<file path="config.mk">
export PLATFORM = sky130hd
export DESIGN_NAME = pid_motion_cntrl
export DESIGN_NICKNAME = d
export VERILOG_FILES = /design/src/rtl/motion_pkg.sv /design/src/rtl/pi_mul.sv /design/src/rtl/pid_motion_cntrl.sv
export SDC_FILE = /design/constraint.sdc
export NUM_CORES = 1
export LEC_CHECK = 0
export ABC_AREA = 1
export CAP_MARGIN = 20
export CORE_ASPECT_RATIO = 1.25
export CORE_MARGIN = 4
export CORE_UTILIZATION = 30
export DETAILED_ROUTE_END_ITERATION = 6
export PLACE_DENSITY = 0.49
export SLEW_MARGIN = 20
export SYNTH_ARGS = -nofsm -noshare
export SYNTH_HDL_FRONTEND = slang
export SYNTH_SLANG_ARGS = --single-unit
</file>
<file path="constraint.sdc">
create_clock -name clk -period 6.5 [get_ports clk]
set_input_delay 0.65 -clock clk [delete_from_list [all_inputs] [get_ports clk]]
set_output_delay 0.65 -clock clk [all_outputs]
set_load 0.01 [all_outputs]
</file>
<file path="src/rtl/motion_pkg.sv">
// Shared types, widths and saturation helpers for the line-follower motion controller.
package motion_pkg;

  localparam int unsigned ACC_W  = 16;
  localparam int unsigned ERR_W  = 12;
  localparam int unsigned MTR_W  = 11;
  localparam int unsigned GAIN_W = 4;
  localparam int unsigned PROD_W = 16;
  localparam int unsigned RES_W  = 12;

  typedef enum logic [2:0] {
    ST_IDLE,
    ST_SETTLE,
    ST_CNV_R,
    ST_GAP,
    ST_CNV_L,
    ST_NEXT,
    ST_PI_MUL,
    ST_MTR
  } state_t;

  // Clamp a wide signed value into the 16b accumulator range.
  function automatic logic signed [ACC_W-1:0] sat_acc(input logic signed [31:0] v);
    if (v > 32'sd32767) return 16'sh7FFF;
    else if (v < -32'sd32768) return 16'sh8000;
    return v[ACC_W-1:0];
  endfunction

  // Clamp into the 12b error/integrator/correction range.
  function automatic logic signed [ERR_W-1:0] sat12(input logic signed [31:0] v);
    if (v > 32'sd2047) return 12'sh7FF;
    else if (v < -32'sd2048) return 12'sh800;
    return v[ERR_W-1:0];
  endfunction

  // Clamp into the 11b motor duty range.
  function automatic logic signed [MTR_W-1:0] sat11(input logic signed [31:0] v);
    if (v > 32'sd1023) return 11'sh3FF;
    else if (v < -32'sd1024) return 11'sh400;
    return v[MTR_W-1:0];
  endfunction

endpackage

</file>
<file path="src/rtl/pi_mul.sv">
// Shared signed 12b x unsigned 4b multiplier, registered output, 1-clk latency.
//  clk, rst_n : clock, async active-low reset
//  a          : signed operand (error or integrator)
//  b          : unsigned gain
//  prod       : registered signed product a*b
module pi_mul
  import motion_pkg::*;
(
  input  logic                     clk,
  input  logic                     rst_n,
  input  logic signed [ERR_W-1:0]  a,
  input  logic        [GAIN_W-1:0] b,
  output logic signed [PROD_W-1:0] prod
);

  logic signed [PROD_W-1:0] a_ext;
  logic signed [PROD_W-1:0] b_ext;

  // Gain is unsigned, so it is zero-extended before the signed multiply.
  assign a_ext = PROD_W'(a);
  assign b_ext = $signed(PROD_W'(b));

  always_ff @(posedge clk or negedge rst_n) begin
    if (!rst_n) prod <= '0;
    else        prod <= a_ext * b_ext;
  end

endmodule

</file>
<file path="src/rtl/pid_motion_cntrl.sv">
// Line-follower motion controller: sweeps N_PAIRS IR pairs through the shared A2D,
// forms a weighted left-minus-right error, applies a PI law and updates motor duties.
// Optional integrator enabled by defining MOTION_INTG_EN (P-only when undefined).
//  go        : run enable, sampled in IDLE
//  strt_cnv  : one-clk A2D start pulse;  cnv_cmplt/A2D_res : A2D done + result
//  chnnl     : A2D channel (2p right, 2p+1 left);  IR_en : one-hot emitter enable
//  LEDs      : error[11:4] of last sweep;  lft/rht : signed motor duties
module pid_motion_cntrl
  import motion_pkg::*;
#(
  parameter int unsigned N_PAIRS    = 3,
  parameter int unsigned SETTLE_CYC = 4096,
  parameter int unsigned GAP_CYC    = 32,
  parameter int unsigned WT_SHIFT   = 1,
  parameter int unsigned P_GAIN     = 2,
`ifdef MOTION_INTG_EN
  parameter int unsigned I_GAIN     = 1,
  parameter int unsigned INTG_DIV   = 4,
`endif
  parameter logic signed [MTR_W-1:0] MTR_BASE = 11'sh200
) (
  input  logic                    clk,
  input  logic                    rst_n,
  input  logic                    go,
  output logic                    strt_cnv,
  input  logic                    cnv_cmplt,
  output logic [2:0]              chnnl,
  input  logic [RES_W-1:0]        A2D_res,
  output logic [N_PAIRS-1:0]      IR_en,
  output logic [7:0]              LEDs,
  output logic signed [MTR_W-1:0] lft,
  output logic signed [MTR_W-1:0] rht
);

  localparam int unsigned CNT_MAX = (SETTLE_CYC > GAP_CYC) ? SETTLE_CYC : GAP_CYC;
  localparam int unsigned CNT_W   = $clog2(CNT_MAX + 1);
  localparam int unsigned P_W     = 2;
  localparam logic [CNT_W-1:0]  SETTLE_LAST = CNT_W'(SETTLE_CYC - 1);
  localparam logic [CNT_W-1:0]  GAP_LAST    = CNT_W'(GAP_CYC - 1);
  localparam logic [P_W-1:0]    P_LAST      = P_W'(N_PAIRS - 1);
  localparam logic [GAIN_W-1:0] P_GAIN_C    = GAIN_W'(P_GAIN);
`ifdef MOTION_INTG_EN
  localparam logic [GAIN_W-1:0] I_GAIN_C    = GAIN_W'(I_GAIN);
  localparam int unsigned       SWP_W       = (INTG_DIV > 1) ? $clog2(INTG_DIV) : 1;
  localparam logic [SWP_W-1:0]  SWP_LAST    = SWP_W'(INTG_DIV - 1);
`endif

  state_t                   state, state_nxt;
  logic [CNT_W-1:0]         cnt, cnt_nxt;
  logic [P_W-1:0]           p, p_nxt;
  logic signed [ACC_W-1:0]  accum, accum_nxt;
  logic signed [ERR_W-1:0]  error, error_nxt;
  logic                     strt_nxt;
  logic [2:0]               chnnl_nxt;
  logic [N_PAIRS-1:0]       ir_en_nxt;
  logic [7:0]               leds_nxt;
  logic signed [MTR_W-1:0]  lft_nxt, rht_nxt;

  logic signed [ERR_W-1:0]  mul_a_c;
  logic [GAIN_W-1:0]        mul_b_c;
  logic signed [PROD_W-1:0] mul_prod;

  logic [4:0]               shamt_c;
  logic signed [31:0]       wt_res_c;
  logic signed [ERR_W-1:0]  err_c;
  logic signed [31:0]       pi_sum_c;
  logic signed [ERR_W-1:0]  corr_c;

`ifdef MOTION_INTG_EN
  logic                     ph, ph_nxt;
  logic signed [ERR_W-1:0]  intgrl, intgrl_nxt;
  logic [SWP_W-1:0]         swp_cnt, swp_nxt;
  logic signed [PROD_W-1:0] p_hold, p_hold_nxt;
`endif

  pi_mul u_pi_mul (
    .clk   (clk),
    .rst_n (rst_n),
    .a     (mul_a_c),
    .b     (mul_b_c),
    .prod  (mul_prod)
  );

  // Weighted conversion result for the current pair.
  assign shamt_c  = 5'(32'(p) * WT_SHIFT);
  assign wt_res_c = $signed(32'(A2D_res) << shamt_c);
  assign err_c    = sat12(32'(accum));

  // P term is held from the first multiply; I term is the live product in MTR.
`ifdef MOTION_INTG_EN
  assign pi_sum_c = 32'(p_hold) + 32'(mul_prod);
`else
  assign pi_sum_c = 32'(mul_prod);
`endif
  assign corr_c = sat12(pi_sum_c);

  // Next-state and datapath/output next values.
  always_comb begin
    state_nxt = state;
    cnt_nxt   = cnt;
    p_nxt     = p;
    accum_nxt = accum;
    error_nxt = error;
    strt_nxt  = 1'b0;
    chnnl_nxt = chnnl;
    ir_en_nxt = IR_en;
    leds_nxt  = LEDs;
    lft_nxt   = lft;
    rht_nxt   = rht;
    mul_a_c   = error;
    mul_b_c   = P_GAIN_C;
`ifdef MOTION_INTG_EN
    ph_nxt     = ph;
    intgrl_nxt = intgrl;
    swp_nxt    = swp_cnt;
    p_hold_nxt = p_hold;
`endif

    case (state)
      ST_IDLE: begin
        if (go) begin
          accum_nxt = '0;
          p_nxt     = '0;
          cnt_nxt   = '0;
          ir_en_nxt = N_PAIRS'(1);
          state_nxt = ST_SETTLE;
        end
      end

      ST_SETTLE: begin
        if (cnt == SETTLE_LAST) begin
          cnt_nxt   = '0;
          strt_nxt  = 1'b1;
          chnnl_nxt = {p, 1'b0};
          state_nxt = ST_CNV_R;
        end else begin
          cnt_nxt = cnt + CNT_W'(1);
        end
      end

      ST_CNV_R: begin
        if (cnv_cmplt) begin
          accum_nxt = sat_acc(32'(accum) - wt_res_c);
          state_nxt = ST_GAP;
        end
      end

      ST_GAP: begin
        if (cnt == GAP_LAST) begin
          cnt_nxt   = '0;
          strt_nxt  = 1'b1;
          chnnl_nxt = {p, 1'b1};
          state_nxt = ST_CNV_L;
        end else begin
          cnt_nxt = cnt + CNT_W'(1);
        end
      end

      ST_CNV_L: begin
        if (cnv_cmplt) begin
          accum_nxt = sat_acc(32'(accum) + wt_res_c);
          ir_en_nxt = '0;
          state_nxt = ST_NEXT;
        end
      end

      ST_NEXT: begin
        if (p == P_LAST) begin
          error_nxt = err_c;
          leds_nxt  = err_c[ERR_W-1:4];
          state_nxt = ST_PI_MUL;
`ifdef MOTION_INTG_EN
          ph_nxt = 1'b0;
          // Integrator only absorbs the error once every INTG_DIV sweeps.
          if (swp_cnt == SWP_LAST) begin
            swp_nxt    = '0;
            intgrl_nxt = sat12(32'(intgrl) + 32'(err_c >>> 4));
          end else begin
            swp_nxt = swp_cnt + SWP_W'(1);
          end
`endif
        end else begin
          p_nxt     = p + P_W'(1);
          ir_en_nxt = N_PAIRS'(1) << (p + P_W'(1));
          state_nxt = ST_SETTLE;
        end
      end

      ST_PI_MUL: begin
`ifdef MOTION_INTG_EN
        // Phase 0 multiplies error*P, phase 1 intgrl*I while capturing P.
        if (!ph) begin
          ph_nxt = 1'b1;
        end else begin
          mul_a_c    = intgrl;
          mul_b_c    = I_GAIN_C;
          p_hold_nxt = mul_prod;
          state_nxt  = ST_MTR;
        end
`else
        state_nxt = ST_MTR;
`endif
      end

      ST_MTR: begin
        lft_nxt   = sat11(32'(MTR_BASE) + 32'(corr_c >>> 1));
        rht_nxt   = sat11(32'(MTR_BASE) - 32'(corr_c >>> 1));
        state_nxt = ST_IDLE;
      end

      default: state_nxt = ST_IDLE;
    endcase
  end

  // State, datapath and registered outputs.
  always_ff @(posedge clk or negedge rst_n) begin
    if (!rst_n) begin
      state    <= ST_IDLE;
      cnt      <= '0;
      p        <= '0;
      accum    <= '0;
      error    <= '0;
      strt_cnv <= 1'b0;
      chnnl    <= '0;
      IR_en    <= '0;
      LEDs     <= '0;
      lft      <= '0;
      rht      <= '0;
`ifdef MOTION_INTG_EN
      ph       <= 1'b0;
      intgrl   <= '0;
      swp_cnt  <= '0;
      p_hold   <= '0;
`endif
    end else begin
      state    <= state_nxt;
      cnt      <= cnt_nxt;
      p        <= p_nxt;
      accum    <= accum_nxt;
      error    <= error_nxt;
      strt_cnv <= strt_nxt;
      chnnl    <= chnnl_nxt;
      IR_en    <= ir_en_nxt;
      LEDs     <= leds_nxt;
      lft      <= lft_nxt;
      rht      <= rht_nxt;
`ifdef MOTION_INTG_EN
      ph       <= ph_nxt;
      intgrl   <= intgrl_nxt;
      swp_cnt  <= swp_nxt;
      p_hold   <= p_hold_nxt;
`endif
    end
  end

endmodule

</file>
==> impl_metrics.csv <==
group,metric,value,unit
status,status,"completed",
cts,path_clk_slew,0.07,ns
critical_path,cp_max_fo,17,
yosys,yosysMostFrequentCell,"nand2_1",
route,drcViolationCount,0,
cts,clock-sinks,87,
critical_path,end_kind,"flop",
power_and_ir_drop,p_sw,0.338,mW
yosys,syn_area_per_cell,7.15,µm²
cts,cts_tree,"yes",
power_and_ir_drop,p_clk_frac,0.447,
critical_path,cp.arrival,4.62,ns
cts,root_buffer,"clkbuf_16",
sta,max_freq,0.230,GHz
yosys,async_flop_share,1.00,
sta,fin_skew,0.00888,ns
yosys,synth_area_leaders,"dfrtp_1, nand2_1, ha_1",
placement,pre_cts_slack,2.15,ns
placement,port_buffers,52,
global_route,grt_pass1_vias,5883,
placement,gp_congestion,0.865,
yosys,syn_area,6840,µm²
sta,fin_crit_sh,0.669,
power_and_ir_drop,seq_power_share,0.415,
floorplanning,fp-row-count,61,
cts,cts_setup_buffers,0,
route,wl_per_cell,13.8,µm
placement,dp.cells,1258,
sta,fin_setup_tns,0,ns
sta,relSlewSlack,0.512,
cts,numCtsBuffers,9,
route,totalWireLength,17600,µm
global_route,grt_pass1_wl,29200,µm
cts,clk_latency,0.34,ns
sta,worst_slew_pin_slew,0.729,ns
critical_path,cp_slowest_cell,"dfrtp_1",
cts,clockBufferDepth,2,
route,first_pass_iters,4,
yosys,synth_edf_count,0,
global_route,grt_usage,0.142,
placement,hpwl,14300,µm
sta,whs,0.291,ns
route,drtIter0Drc,212,
power_and_ir_drop,ir_drop,0.120,mV
critical_path,cp_cell_sequence,"inv_1, or2_2, o21ai_0, inv_1, o21ai_0, ha_1, nor2_1, nand2_1, nor3_1, nand3_1, nand2_1, inv_1, ha_1, nor2_2, nand2_2, a21oi_4, nand2_1, nand2_1, nand2_1, nand2_1",
power_and_ir_drop,total_power,1.33,mW
cells_and_area,syn_to_final_growth,14.7,%
yosys,ys.flop_type,"dfrtp_1",
route,drt-vias-per-instance,4.58,
power_and_ir_drop,p_leak,4.24,nW
floorplanning,die-area,25300,µm²
yosys,ys_seq_area_frac,0.318,
floorplanning,fp.coreArea,22400,µm²
power_and_ir_drop,power_frac_comb,0.138,
sta,hold_viol,0,
cells_and_area,fin_nets,1048,
power_and_ir_drop,power_density,169,nW/µm²
floorplanning,die_y,177,µm
cts,hold_buffers,0,
flow_run,maxCapViolations,0,
critical_path,cp-start-kind,"flop",
floorplanning,pin_count,53,
yosys,ys_top_cells_by_count,"nand2_1, inv_1, dfrtp_1",
power_and_ir_drop,p_int,0.989,mW
sta,finalWorstSetupSlack,2.15,ns
critical_path,worst_path_most_repeated_cell,"nand2_1",
yosys,syn-num-nets,1019,
hold_path,hold_class,"in2async",
sta,setup_viol,0,
global_route,grt_max_degree,46,
yosys,synth_cell_type_count,47,
critical_path,path_class,"reg2reg",
cells_and_area,diodes,0,
sta,slew_viol_final,0,
yosys,synth-seq-cells,87,
global_route,antenna_found_initial,0,
power_and_ir_drop,switching_share,0.255,
cts,cts_max_level,3,
yosys,yosysTopAreaCell,"dfrtp_1",
cells_and_area,drive_above_1_share,0.0858,
yosys,syn_inst,957,
route,ant_nets,0,
cells_and_area,finalNonFillerCells,1274,
route,num_vias,5834,
yosys,synth.top_cell.area_share,0.318,
floorplanning,die_x,143,µm
sta,post-route-min-period,4.35,ns
critical_path,critPathMaxStageDelay,0.79,ns
floorplanning,initial_core_util,0.306,
cts,cts_resized,0,
critical_path,required,6.77,ns
yosys,ys_warn_count,0,
global_route,overflow,0,
sta,rsz0062_at_grt,"no",
## through the flow
step	cell area (µm²)	utilization
CTS	7840	0.351
global route	7840	0.351
floorplan	6840	-
finish	7840	0.351
detailed placement	7500	0.335
global placement	7500	0.335
## layout by cell type (no fill, tap or decap), types with 3 or more instances in the layout
| master | count |
|---|---|
| nor3_1 | 6 |
| o21ai_0 | 42 |
| mux2i_1 | 5 |
| dfrtp_1 | 87 |
| a21boi_1 | 10 |
| nand4_1 | 9 |
| inv_1 | 123 |
| nand3_1 | 63 |
| nand3_2 | 5 |
| nand2_1 | 286 |
| nand2_2 | 14 |
| or2_2 | 14 |
| a21oi_2 | 3 |
| buf_4 | 4 |
| a21oi_1 | 31 |
| a2bb2oi_1 | 11 |
| xnor2_1 | 3 |
| bufinv_16 | 3 |
| o21bai_1 | 8 |
| nor4_1 | 3 |
| nor2_1 | 54 |
| clkbuf_16 | 9 |
| nand2_4 | 3 |
| inv_2 | 14 |
| o22ai_1 | 18 |
| clkdlybuf4s50_1 | 51 |
| ha_1 | 44 |
| xor2_1 | 36 |
| nor2_2 | 4 |
## layout make-up
class / count / area [µm²]
repair buffers: 55 / 541
clock buffers: 9 / 225
clock inverters: 7 / 120
flip-flops and latches: 87 / 2180
inverters: 137 / 514
multi-input cells: 696 / 3910
well taps: 283 / 354
fillers: 2404 / 14500
## flip-flops by register name, summed over array words and instances (netlist names)
signal / count
accum: 16
cnt: 13
error: 12
u_pi_mul.prod: 12
lft: 11
rht: 11
IR_en: 3
chnnl: 3
state: 3
p: 2
strt_cnv: 1
## worst max-delay path: cells and delay by family (launching register included)
kind	cells	cell delay [ns]
AND/OR/NAND/NOR	12	1.57
flip-flops	1	0.79
buffers and inverters	3	0.49
adder cells (fa/ha/maj)	2	0.71
AO/OA/AOI/OAI	3	0.70
## cell families (layout without fill, tap and decap cells)
logic type,Yosys count,count (layout),synth area share
adders and majority gates,46,46,0.0864
buffers and inverters,174,208,0.110
xor gates and xnor gates,40,40,0.0523
DFF,87,87,0.318
AOI/OAI and AO/OA,134,134,0.123
muxes,5,5,0.00732
and+or+nand+nor,471,471,0.303
## layer usage
metal	global-route usage	share of wire	vias to the layer above
li1	-	-	3093
met1	0.170	0.44	2657
met2	0.266	0.52	66
met3	0.0146	0.021	18
met4	0.0384	0.020	0
met5	0	0	-
## power groups by stage
| stage | sequential, mW | clock (mW) | combinational (mW) |
|---|---|---|---|
| final | 0.551 | 0.593 | 0.183 |
| after global routing | 0.551 | 0.632 | 0.208 |
| after CTS | 0.551 | 0.613 | 0.185 |
| after detailed placement | 0.561 | 0 | 0.184 |
| after global placement | 0.561 | 0 | 0.185 |
| after floorplan | 0.559 | 0 | 0.131 |
## final timing paths
kind                                     to  cells after the start      from  slack [ns]
max reg2reg                       accum[12]                     20      p[0]        2.15
min in group clk           u_pi_mul.prod[3]                      0  error[2]        0.38
min                                  lft[8]                      1     rst_n        0.29
max                               accum[12]                     20      p[0]        2.15
min reg2reg                u_pi_mul.prod[3]                      0  error[2]        0.38
max in group asynchronous         accum[11]                      2     rst_n        5.24
(Power assumes the default switching activity.)
